--- src/rtl/vu_pkg.sv ---
// Shared types and constants for the vector-unit result path.
package vu_pkg;
  localparam int RESULT_W = 8;
  localparam logic signed [RESULT_W-1:0] ARGMAX_INIT = 8'sh80;

  typedef enum logic [1:0] {
    IDLE,
    COLLECT,
    DONE
  } collector_state_t;
endpackage

--- src/rtl/vu_result_ram.sv ---
// Layer result buffer: one synchronous write port, one registered read port,
// read-before-write on address collision. Storage itself is not reset.
module vu_result_ram import vu_pkg::*; #(
  parameter int NEURONS = 16,
  parameter int AW      = 4
) (
  input  logic                       clk,
  input  logic                       rst,
  input  logic                       we,
  input  logic [AW-1:0]              waddr,
  input  logic signed [RESULT_W-1:0] wdata,
  input  logic                       rd_en,
  input  logic                       rd_zero,
  input  logic [AW-1:0]              raddr,
  output logic signed [RESULT_W-1:0] rd_data
);
  logic signed [RESULT_W-1:0] mem [NEURONS];

  always_ff @(posedge clk) begin
    if (we) mem[waddr] <= wdata;
  end

  // Nonblocking read of mem gives the pre-write value on a same-address hit.
  always_ff @(posedge clk or negedge rst) begin
    if (!rst)       rd_data <= '0;
    else if (rd_en) rd_data <= rd_zero ? '0 : mem[raddr];
  end
endmodule

--- src/rtl/vu_result_collector.sv ---
// Collects one layer of activated results into a local buffer, tracks the
// argmax for output layers, and serves the buffer through a registered read port.
module vu_result_collector import vu_pkg::*; #(
  parameter int NEURONS = 16,
  parameter int IDX_W   = $clog2(NEURONS)
) (
  input  logic                       clk,
  input  logic                       rst,
  input  logic                       start,
  input  logic                       output_layer,
  input  logic                       res_valid,
  input  logic signed [RESULT_W-1:0] result,
  output logic                       res_ready,
  input  logic                       rd_en,
  input  logic [IDX_W-1:0]           rd_addr,
  output logic signed [RESULT_W-1:0] rd_data,
  output logic                       rd_valid,
  output logic                       done,
  output logic [IDX_W:0]             count,
  output logic [IDX_W-1:0]           argmax_idx,
  output logic signed [RESULT_W-1:0] argmax_val
);
  localparam int AW    = (NEURONS > 1) ? $clog2(NEURONS) : 1;
  localparam int CNT_W = IDX_W + 1;

  collector_state_t state;
  logic             ol_q;
  logic             accept;
  logic             rd_oor;

  // A start pulse always wins: no sample is taken in the restart cycle.
  assign res_ready = (state == COLLECT) && !start;
  assign accept    = res_valid && res_ready;
  assign rd_oor    = ({1'b0, rd_addr} >= CNT_W'(NEURONS));

  always_ff @(posedge clk or negedge rst) begin
    if (!rst) begin
      state      <= IDLE;
      ol_q       <= 1'b0;
      done       <= 1'b0;
      count      <= '0;
      argmax_idx <= '0;
      argmax_val <= ARGMAX_INIT;
    end else if (start) begin
      state      <= COLLECT;
      ol_q       <= output_layer;
      done       <= 1'b0;
      count      <= '0;
      argmax_idx <= '0;
      argmax_val <= ARGMAX_INIT;
    end else if (accept) begin
      count <= count + 1'b1;
      if (ol_q && (result > argmax_val)) begin
        argmax_val <= result;
        argmax_idx <= count[IDX_W-1:0];
      end
      if (count == CNT_W'(NEURONS - 1)) begin
        state <= DONE;
        done  <= 1'b1;
      end
    end
  end

  always_ff @(posedge clk or negedge rst) begin
    if (!rst) rd_valid <= 1'b0;
    else      rd_valid <= rd_en;
  end

  vu_result_ram #(.NEURONS(NEURONS), .AW(AW)) u_ram (
    .clk     (clk),
    .rst     (rst),
    .we      (accept),
    .waddr   (count[AW-1:0]),
    .wdata   (result),
    .rd_en   (rd_en),
    .rd_zero (rd_oor),
    .raddr   (rd_addr[AW-1:0]),
    .rd_data (rd_data)
  );
endmodule

--- config.mk ---
export PLATFORM = sky130hd
export DESIGN_NAME = vu_result_collector
export DESIGN_NICKNAME = d
export VERILOG_FILES = /design/src/rtl/vu_pkg.sv /design/src/rtl/vu_result_ram.sv /design/src/rtl/vu_result_collector.sv
export SDC_FILE = /design/constraint.sdc
export NUM_CORES = 1
export LEC_CHECK = 0
export ABC_AREA = 1
export BUFFER_PORTS_ARGS = -buffer_cell sky130_fd_sc_hd__buf_2
export CAP_MARGIN = 20
export CORE_ASPECT_RATIO = 1.75
export CORE_MARGIN = 2
export CORE_UTILIZATION = 50
export CTS_BUF_LIST = sky130_fd_sc_hd__clkbuf_2
export DETAILED_ROUTE_END_ITERATION = 6
export PLACE_DENSITY = 0.75
export SLEW_MARGIN = 20
export SYNTH_ARGS = -nofsm -noshare
export SYNTH_HDL_FRONTEND = slang
export SYNTH_SLANG_ARGS = --single-unit
--- constraint.sdc ---
create_clock -name clk -period 1.65 [get_ports clk]
set_input_delay 0.33 -clock clk [delete_from_list [all_inputs] [get_ports clk]]
set_output_delay 0.33 -clock clk [all_outputs]
set_load 0.01 [all_outputs]
# Word level (Yosys, flattened, before mapping)
# Memory sizes are Yosys's and may differ from the RTL's. A register that Yosys moved wholly into a read port is not among the register bits.
# Cells that the tools add are included.
# word_totals
word_cells,38
latch_bits,0
regBits,22
romBits,0
ram_bits,128
n_memories,1
# mem_list
name,depth,word_bits,rd,rd_clocked_by_memory_dff,write_ports,line,rtl
u_ram.mem,16,8,1,1,1,vu_result_ram.sv:17,logic signed [RESULT_W-1:0] mem [NEURONS];
# op_classes
multipliers,0
order_cmp,1
addsub,1
eq_ne,2
shifts,0
bitwise,0
n_reduce_logical,10
n_mux,16
div_mod_pow,0
# op_table
operator,count
$mux 8,3
$mux 4,3
$mux 5,2
$gt 8x8->1,1
$mux 2,3
$reduce_bool 2->1,3
$add 5x1->5 const B,1
$eq 5x4->1 const B,1
$mux 1,5
$reduce_and 2->1,2
$logic_and 1x1->1,3
$eq 2x1->1 const B,1
$logic_not 1->1,2

# Depth between registers and ports, before layout
# Gate-level depths: netlist (run 1).
# depth
depth_word,5
ltp_mapped,14
depth_no_buf,14

# By module
# From an unflattened synthesis (run 1), not the netlist that was laid out.
# hier_totals
hier_cells,720
hier_area_um2,7111.8
# by_module_without_submodules
module,area_per_inst_um2,instances,seq_area_each_um2,cells_each
vu_result_ram,5906.9,1,4043.9,577
vu_result_collector,1204.9,1,526.8,143

# Worst setup path before layout (run 1)
# OpenSTA, ideal clock, no wires.
# synth_timing
path_kind,flip-flop to flip-flop
start,reg argmax_val[7]
end,reg argmax_idx[0]
t_required_ns,1.583
path_stages_with_launch,10
period_less_slack_ns,1.851
arrival_ns,1.784
setup_slack_ns,-0.201
path_cell_list,dfstp_2 > inv_1 > ha_1 > a21o_1 > nor2_1 > nand2_1 > nand2_1 > clkbuf_1 > nand4_1 > nand2_1
# synth_between
elab_chain_len,4
# synth_rtl
element,line,rtl
from (decl),vu_result_collector.sv:21,output logic signed [RESULT_W-1:0] argmax_val
from (signal assigned),vu_result_collector.sv:54,argmax_val <= result;
$gt 8x8->1,vu_result_collector.sv:53,if (ol_q && (result > argmax_val)) begin
$logic_and 1x1->1,vu_result_collector.sv:53,
$reduce_bool 2->1 (no source line),n/a,
$reduce_and 2->1 (no source line),n/a,
to (signal assigned),vu_result_collector.sv:55,argmax_idx <= count[IDX_W-1:0];
to (decl),vu_result_collector.sv:20,"output logic [IDX_W-1:0] argmax_idx,"
# No other way between the ends.
# A chain may end at the register's enable or synchronous reset.

# Worst setup path in the final report (run 1)
# layout_timing
start,reg argmax_val[3]
end,reg argmax_idx[0]
# The elaborated chain is that of the path after synthesis.

==> flow_summary.yaml, run 1 <==
worst_setup_path:
  cp.arrival_ns: 2.52
  worstSetupEndpoint: "argmax_idx[0]"
  reg2reg_slack_ns: -0.28
  startpoint: "argmax_val[3]"
  worst-path-max-fanout: 5
  cp.required_ns: 2.24
  r2r-end: "argmax_idx[0]"
  r2r-start: "argmax_val[3]"
  cp-end-kind: "flop"
  critPathKind: "reg -> reg"
  worst_setup_path_start_kind: "flop"
  r2r_cells: 11
job:
  cap_violations: 0
sta:
  slew_headroom_pct: 53.13
  holdWs_ns: 0.08070
  final_max_slew_viol_count: 0
  layout_setup_ws_ns: -0.2802
  finalHoldViolations: 0
  setup_tns_ns: -9.621
  rsz0062_at_grt: "yes"
  min_period_ns: 1.930
  fin_crit_sh_pct: 117.0
  tightest_slew_ns: 0.7031
  skew_ns: 0.03500
  setup_viol: 121
  max_clock_freq_ghz: 0.5181
cells_and_area:
  nets: 756
  fill_cells: 942
  drive_gt1_share_pct: 28.77
  regArea_mm2: 0.004574
  multi_input_area_mm2: 0.002160
  synthToLayoutAreaGrowth_pct: 26.69
  final_area_mm2: 0.008428
cts:
  cts_tree: "built"
  cts_made_buffers: 17
  clockBufferDepth: 2
  clock-sinks: 157
  path_clk_slew_ns: 0.20
  cts_htree_levels: 4
  clock_latency_ns: 0.69
  cts_root_buf: "clkbuf_2"
status:
  violations: "setup timing"
  status: "complete, but fails checks"
detailed_routing:
  drtIter0Drc: 485
  wl_per_cell_um: 18.76
  first_pass_iters: 6
  drcViolationCount: 0
  drt-total-wl_um: 17060
  postRouteAntennaNets: 0
  vias: 5006
  vias_per_cell: 5.507
logic_synthesis:
  async_flop_share_pct: 18.47
  synth_edf_count: 128
  syn_area_mm2: 0.006653
  ys_ff_latch: 157
  syn_inst: 610
  synth-seq-area-share_pct: 68.70
  syn_area_per_cell_um2: 10.91
  yosys_most_used_dff: "edfxtp_1"
  syn_nets: 641
  synth_warnings: 0
  ys_types: 29
placement:
  place_area_mm2: 0.007565
  gp_congestion: 0.8218
  dp_hpwl_um: 10610
  io_buffer_count: 45
  place_ws_ns: -0.1553
power:
  power_mw: 7.357
  power.leakage_nw: 3.364
  power_per_cell_area_mw_per_mm2: 872.9
  ir_worst_vdd_uv: 878.4
grt:
  grt_pass1_wl_um: 25380
  grt.total_usage_pct: 23.47
  grt_max_degree: 51
  gr-total-overflow: 0
  antenna_found_initial: 1
  grt_pass1_vias: 4889
worst_hold_path:
  min_path_type: "in -> reg"
floorplanning:
  coreArea_mm2: 0.01294
  die-area_mm2: 0.01428
  die_width_um: 91.20
  ios: 46
  fp-row-count: 55
  die_h_um: 156.6
  initial_core_util_pct: 51.42
layout by cell type, fill, tap and decap left out, types with 2 or more instances in the layout:
master / n
nand4_1: 11
clkinvlp_4: 3
inv_1: 22
a21oi_1: 3
dfrtp_2: 3
ha_1: 10
nand3_1: 98
nor2_1: 13
buf_4: 46
nand2_2: 8
edfxtp_1: 128
nor2_4: 18
nand2_1: 190
o21ai_0: 6
nand3_2: 12
inv_2: 4
clkinv_4: 2
clkinv_2: 3
clkbuf_2: 18
buf_6: 29
buf_12: 12
clkinv_1: 4
dfrtp_1: 25
bufinv_16: 2
nand2_8: 4
ha_4: 3
buf_2: 35
a31oi_1: 8
dlygate4sd3_1: 5
logic make-up after synthesis:
| family | Yosys count | share of synthesized area, % |
|---|---|---|
| buf+inv | 60 | 3.743 |
| fa+ha+maj | 13 | 2.445 |
| simple gates | 360 | 23.40 |
| flops | 157 | 68.70 |
| compound gates | 20 | 1.712 |
cell type report:
cell class              instances  area share (%)
well taps                     171           2.539
clock buffers                  18           1.069
flip-flops and latches        157           54.28
clock inverters                13           1.499
repair buffers                127           13.49
inverters                      29           1.470
multi-input cells             393           25.62
diodes                          1         0.02969
cell usage after synthesis (2+ instances only):
cell type | n | area share, %
o21ai_0 | 6 | 0.45
nand4_1 | 11 | 1.0
inv_1 | 26 | 1.5
clkbuf_1 | 21 | 1.2
nor2_1 | 31 | 1.7
edfxtp_1 | 128 | 58
buf_1 | 2 | 0.11
buf_2 | 6 | 0.45
a31oi_1 | 8 | 0.75
nand3_1 | 110 | 8.3
nand2_1 | 201 | 11
a21oi_1 | 4 | 0.30
dfrtp_1 | 28 | 11
ha_1 | 13 | 2.4
through the flow:
step / util, % / instances
2_1_floorplan: - / 610
3_3_place_gp: 58.47 / 845
3_5_place_dp: 58.47 / 845
4_1_cts: 62.90 / 896
5_1_grt: 65.15 / 909
6_report: 65.15 / 909
report_power, final:
part	switching (mW)	leakage, nW	total [mW]	internal (mW)
logic	0.618	1.72	1.01	0.392
registers	0.0428	1.52	4.40	4.36
clock network	1.27	0.128	1.94	0.669
total	1.93	3.36	7.36	5.42
critical path: stages (launching register included):
cell     delay (ns)
dfrtp_1        0.43
inv_1          0.09
ha_1           0.31
a21oi_1        0.19
nand2_1        0.09
nand2_1        0.13
nand2_1        0.10
nand2_2        0.11
nand3_4        0.10
buf_6          0.15
nand3_2        0.06
nand2_1        0.07
how the worst min path moves through the flow:
stage          startpoint            end  slack, ns  cells after the start
2_1_floorplan         rst  argmax_idx[0]       0.03                      0
3_3_place_gp          rst  argmax_val[4]       0.39                      1
3_5_place_dp          rst  argmax_val[4]       0.40                      1
4_1_cts         res_valid           done       0.02                      4
5_1_grt         res_valid           done       0.03                      4
6_report        res_valid       count[1]       0.08                      5
sequential cells by signal (all words and copies together) (netlist names):
| signal | flops |
|---|---|
| done | 1 |
| rd_valid | 1 |
| count | 5 |
| u_ram.rd_data | 8 |
| state | 1 |
| u_ram.mem | 128 |
| argmax_idx | 4 |
| ol_q | 1 |
| argmax_val | 8 |
layer usage:
metal / GRT usage (%) / share of wire [%]
met4: 10.10 / 3.2
met2: 44.37 / 57
met5: 0 / 0
met1: 25.87 / 36
met3: 3.467 / 4.2
repair_timing:
action,4_1_cts,5_1_grt
endpoints found under the setup margin,108,155
gates resized for setup,41,45
cloned,0,0
endpoints found under the hold margin,38,0
setup buffers,15,12
pin swaps,8,7
hold buffers,5,0
Power figures use the tool's default switching activity.
==> run 2, diff against run 1 <==
--- a/config.mk
+++ b/config.mk
@@ -10,10 +10,10 @@
 export CAP_MARGIN = 20
 export CORE_ASPECT_RATIO = 1.75
 export CORE_MARGIN = 2
-export CORE_UTILIZATION = 50
+export CORE_UTILIZATION = 51
 export CTS_BUF_LIST = sky130_fd_sc_hd__clkbuf_2
 export DETAILED_ROUTE_END_ITERATION = 6
-export PLACE_DENSITY = 0.75
+export PLACE_DENSITY = 0.76
 export SLEW_MARGIN = 20
 export SYNTH_ARGS = -nofsm -noshare
 export SYNTH_HDL_FRONTEND = slang
==> flow_summary.yaml, run 2 (synthesis results as in run 1) <==
status:
  status: "complete, but fails checks"
  violations: "setup timing"
worst_setup_path:
  cp_top_family: "flip-flops"
  reg2reg_slack_ns: -0.14
  cp-end-kind: "output port"
  cp_cell_sequence: "inv_2 -> nor3_4 -> buf_2"
  slowest_delay_ns: 0.43
  r2r_cells: 10
  worst-path-max-fanout: 2
  r2r-start: "argmax_val[7]"
  r2r-end: "argmax_idx[1]"
  cp.arrival_ns: 1.51
  cp.required_ns: 1.32
  crit_buf_inv: 2
  slowest_stage: "dfrtp_1"
  critPathKind: "reg -> out"
  worst_setup_path_start_kind: "flop"
detailed_routing:
  drtIter0Drc: 414
  postRouteAntennaNets: 0
  first_pass_iters: 5
  drt-total-wl_um: 15890
  vias_per_cell: 5.369
  drcViolationCount: 0
  vias: 4886
  wl_per_cell_um: 17.46
grt:
  use_met3_pct: 5.811
  grt_pass1_vias: 4869
  antenna_found_initial: 1
  grt_util_met1_pct: 25.57
  grt_max_degree: 55
  gr-total-overflow: 0
  grt.total_usage_pct: 23.36
  busiest_layer: "met2"
  grt_pass1_wl_um: 24700
  use_met2_pct: 42.00
power:
  power_per_cell_area_mw_per_mm2: 918.2
  power.share.clock_pct: 30.3
  swShare_pct: 25.05
  power.leakage_nw: 3.408
  pwr-share-seq_pct: 57.3
  ir_worst_vdd_uv: 703.2
  cellInternalPower_mw: 5.752
  power_mw: 7.674
  p_switching_mw: 1.922
  p_comb_share_pct: 12.5
floorplanning:
  ios: 46
  die_width_um: 90.34
  die_h_um: 155.1
  fp-row-count: 55
  initial_core_util_pct: 51.70
  coreArea_mm2: 0.01287
  die-area_mm2: 0.01401
sta:
  final_max_slew_viol_count: 0
  holdWs_ns: 0.1246
  layout_setup_ws_ns: -0.1855
  skew_ns: 0.04765
  tightest_slew_ns: 0.6878
  setup_tns_ns: -3.251
  rsz0062_at_grt: "yes"
  slew_headroom_pct: 54.14
  max_clock_freq_ghz: 0.5448
  setup_viol: 72
  finalHoldViolations: 0
  fin_crit_sh_pct: 111.2
  min_period_ns: 1.836
cts:
  cts_htree_levels: 4
  path_clk_slew_ns: 0.23
  cts_root_buf: "clkbuf_2"
  clock-sinks: 157
  clock_latency_ns: 0.69
  clockBufferDepth: 2
  cts_tree: "built"
  cts_made_buffers: 17
cells_and_area:
  synthToLayoutAreaGrowth_pct: 25.62
  fin_util_pct: 64.94
  drive_gt1_share_pct: 27.64
  reg_top3: "u_ram.mem (128), argmax_val (8), u_ram.rd_data (8)"
  layout_common_cells: "nand2_1, edfxtp_1, nand3_1"
  regMostFlops: "u_ram.mem"
  largest_reg_flops: 128
  final_common_cell: "nand2_1"
  fill_cells: 909
  nets: 756
placement:
  io_buffer_count: 45
  place_ws_ns: -0.1554
  gp_congestion: 0.8432
  dp_hpwl_um: 10470
job:
  cap_violations: 0
worst_hold_path:
  min_path_type: "in -> reg"
  min_to: "u_ram.mem[7][7]"
  min_from: "result[7]"
  hold_depth: 2
[run 2: cell types whose count changed in the layout (fill, tap and decap cells not counted), sizes merged]
cell,change
clkinvlp,+1
dlygate4sd3,+2
clkinv,-6
buf,-2
clkbuf,+1
inv,+3
bufinv,+2
[run 2: final cells by class]
cell class / instances / area, um2 / share of cell area, %
Antenna cell: 1 / 2.502 / 0.02994
Sequential cell: 157 / 4573 / 54.72
Timing Repair Buffer: 127 / 1101 / 13.18
Clock buffer: 19 / 95.09 / 1.138
Clock inverter: 13 / 188.9 / 2.261
Inverter: 29 / 118.9 / 1.422
Multi-Input combinational cell: 393 / 2063 / 24.69
Tap cell: 171 / 214.0 / 2.560
[run 2: metrics by stage]
step           area, um2  std cells
5_1_grt             8357        910
3_3_place_gp        7555        847
3_5_place_dp        7555        847
2_1_floorplan       6750        610
6_report            8357        910
4_1_cts             8127        898
[run 2: power by group through the flow]
| stage | clock (mW) | combinational (mW) | sequential (mW) |
|---|---|---|---|
| after floorplan | 0 | 0.411 | 4.51 |
| after global placement | 0 | 0.777 | 4.48 |
| after detailed placement | 0 | 0.802 | 4.48 |
| after CTS | 2.36 | 0.897 | 4.39 |
| after global routing | 2.53 | 1.04 | 4.40 |
| final | 2.32 | 0.956 | 4.39 |
[run 2: layer usage]
layer | wire length (um) | share of wire (%)
met4 | 704 | 4.4
met3 | 764 | 4.8
met2 | 8620 | 54
met1 | 5803 | 37
met5 | 0 | 0
[run 2: worst max path at each step]
| stage | start | end | slack [ns] | depth (start not counted) |
|---|---|---|---|---|
| after detailed placement | result[3] | argmax_idx[0] | -0.16 | 13 |
| after global placement | result[3] | argmax_idx[3] | -0.1 | 13 |
| after CTS | done | res_ready | -0.23 | 2 |
| after floorplan | done | u_ram.mem[3][0] | -0.14 | 5 |
| final | state[0] | res_ready | -0.19 | 3 |
| after global routing | state[0] | res_ready | -0.31 | 3 |
[run 2: timing repair]
item	in CTS	in global routing
hold buffers	6	1
pin swaps	5	6
setup endpoints to repair	58	152
endpoints found under the hold margin	42	2
gates resized for setup	31	33
buffers inserted	13	10
==> run 3, diff against run 2 <==
--- a/config.mk
+++ b/config.mk
@@ -8,12 +8,12 @@
 export ABC_AREA = 1
 export BUFFER_PORTS_ARGS = -buffer_cell sky130_fd_sc_hd__buf_2
 export CAP_MARGIN = 20
-export CORE_ASPECT_RATIO = 1.75
 export CORE_MARGIN = 2
 export CORE_UTILIZATION = 51
 export CTS_BUF_LIST = sky130_fd_sc_hd__clkbuf_2
 export DETAILED_ROUTE_END_ITERATION = 6
 export PLACE_DENSITY = 0.76
+export SETUP_SLACK_MARGIN = 0.05
 export SLEW_MARGIN = 20
 export SYNTH_ARGS = -nofsm -noshare
 export SYNTH_HDL_FRONTEND = slang
==> flow_summary.yaml, run 3 (synthesis results as in run 1) <==
sta:
  setup_tns_ns: -9.553
  fin_crit_sh_pct: 114.1
  setup_viol: 136
  rsz0062_at_grt: "yes"
  tightest_slew_ns: 0.7126
  finalHoldViolations: 0
  skew_ns: 0.04346
  min_period_ns: 1.883
  slew_headroom_pct: 52.49
  final_max_slew_viol_count: 0
  layout_setup_ws_ns: -0.2326
  max_clock_freq_ghz: 0.5312
grt:
  grt_max_degree: 33
  gr-total-overflow: 0
  grt_pass1_vias: 4998
  grt.total_usage_pct: 24.33
  grt_pass1_wl_um: 25980
  antenna_found_initial: 0
floorplanning:
  initial_core_util_pct: 52.50
  coreArea_mm2: 0.01267
  die_width_um: 118.2
  ios: 46
  die_h_um: 118.2
  fp-row-count: 41
  die-area_mm2: 0.01397
detailed_routing:
  postRouteAntennaNets: 0
  drcViolationCount: 0
  drt-total-wl_um: 17500
  wl_per_cell_um: 19.02
  vias_per_cell: 5.570
  first_pass_iters: 5
  drtIter0Drc: 454
  vias: 5124
cells_and_area:
  largest_reg_flops: 128
  regMostFlops: "u_ram.mem"
  reg_top3: "u_ram.mem (128), argmax_val (8), u_ram.rd_data (8)"
  final_area_mm2: 0.008529
  fin_util_pct: 67.32
  fin_cells: 920
  drive_gt1_share_pct: 30.61
  synthToLayoutAreaGrowth_pct: 28.21
  fill_cells: 906
  n_antenna_cell: 0
  nets: 766
  layout_common_cells: "nand2_1, edfxtp_1, nand3_1"
  final_common_cell: "nand2_1"
status:
  violations: "setup timing"
  status: "complete, but fails checks"
placement:
  dp_hpwl_um: 10250
  gp_congestion: 0.8422
  io_buffer_count: 45
  place_area_mm2: 0.007491
  dpl.cell_count: 846
worst_setup_path:
  cp-end-kind: "output port"
  critPathKind: "reg -> out"
  cp.required_ns: 1.32
  cp.arrival_ns: 1.55
  worst-path-max-fanout: 2
  worst_setup_path_start_kind: "flop"
job:
  cap_violations: 0
power:
  power_per_cell_area_mw_per_mm2: 886.6
  power.leakage_nw: 3.450
  ir_worst_vdd_uv: 578.0
worst_hold_path:
  min_path_type: "in -> reg"
cts:
  clock_latency_ns: 0.74
  path_clk_slew_ns: 0.20
  cts_htree_levels: 4
  cts_tree: "built"
  clockBufferDepth: 2
  clock-sinks: 157
  cts_made_buffers: 17
  cts_root_buf: "clkbuf_2"
-- run 3: cell types whose count changed in the layout (fill, tap and decap cells not counted), sizes merged, moves of 3 or more --
cell and change:
clkbuf +3, inv -3, clkinv +4, clkinvlp -3
buf +11
-- run 3: worst max-delay path, stage by stage, from the launching register on --
cell and delay [ns]:
dfrtp_1 0.46, nor3_4 0.21, buf_2 0.17
-- run 3: power by group --
| group | internal, mW | total [mW] | switching, mW |
|---|---|---|---|
| clock | 0.853 | 2.12 | 1.27 |
| combinational | 0.410 | 1.04 | 0.633 |
| sequential | 4.36 | 4.40 | 0.0367 |
| total | 5.62 | 7.56 | 1.94 |
-- run 3: stage by stage --
stage | hold slack, ns | setup WS (ns) | total power, mW
2_1_floorplan | 0.03441 | -0.06348 | 4.917
3_3_place_gp | 0.4029 | -0.09494 | 5.251
3_5_place_dp | 0.4149 | -0.1095 | 5.280
4_1_cts | 0.002302 | -0.3115 | 7.432
5_1_grt | 0.01995 | -0.2844 | 7.821
6_report | 0.07139 | -0.2326 | 7.562
-- run 3: routing by layer --
layer,vias to the layer above,GRT usage (%),routed length [um]
li1,2351,-,-
met1,2522,31.30,6785
met2,218,40.75,9089
met3,33,4.681,1160
met4,0,9.789,465
met5,-,0,0
-- run 3: path summary, 6_finish.rpt --
path                       startpoint                to  slack (ns)  cells past startpoint
max                              done         res_ready       -0.23                      2
min reg2reg                      ol_q              ol_q        0.55                      2
min                             start     argmax_idx[1]        0.07                      5
max in group asynchronous         rst          count[3]        0.98                      2
max reg2reg                      done  u_ram.mem[10][5]       -0.14                      9
min in group asynchronous         rst          count[2]        0.15                      2
-- run 3: area by class of cell --
class | instances | area (um2) | area share, %
Clock buffer | 22 | 110.1 | 1.291
Inverter | 29 | 123.9 | 1.452
Multi-Input combinational cell | 393 | 2198 | 25.77
Clock inverter | 10 | 123.9 | 1.452
Timing Repair Buffer | 137 | 1185 | 13.89
Sequential cell | 157 | 4573 | 53.62
Tap cell | 172 | 215.2 | 2.523
-- run 3: repair_timing --
action / 4_1_cts / 5_1_grt
hold buffers: 6 / 0
setup endpoints to repair: 87 / 166
setup buffers: 24 / 13
resized for setup: 36 / 70
endpoints found under the hold margin: 43 / 0
pin swaps: 9 / 9
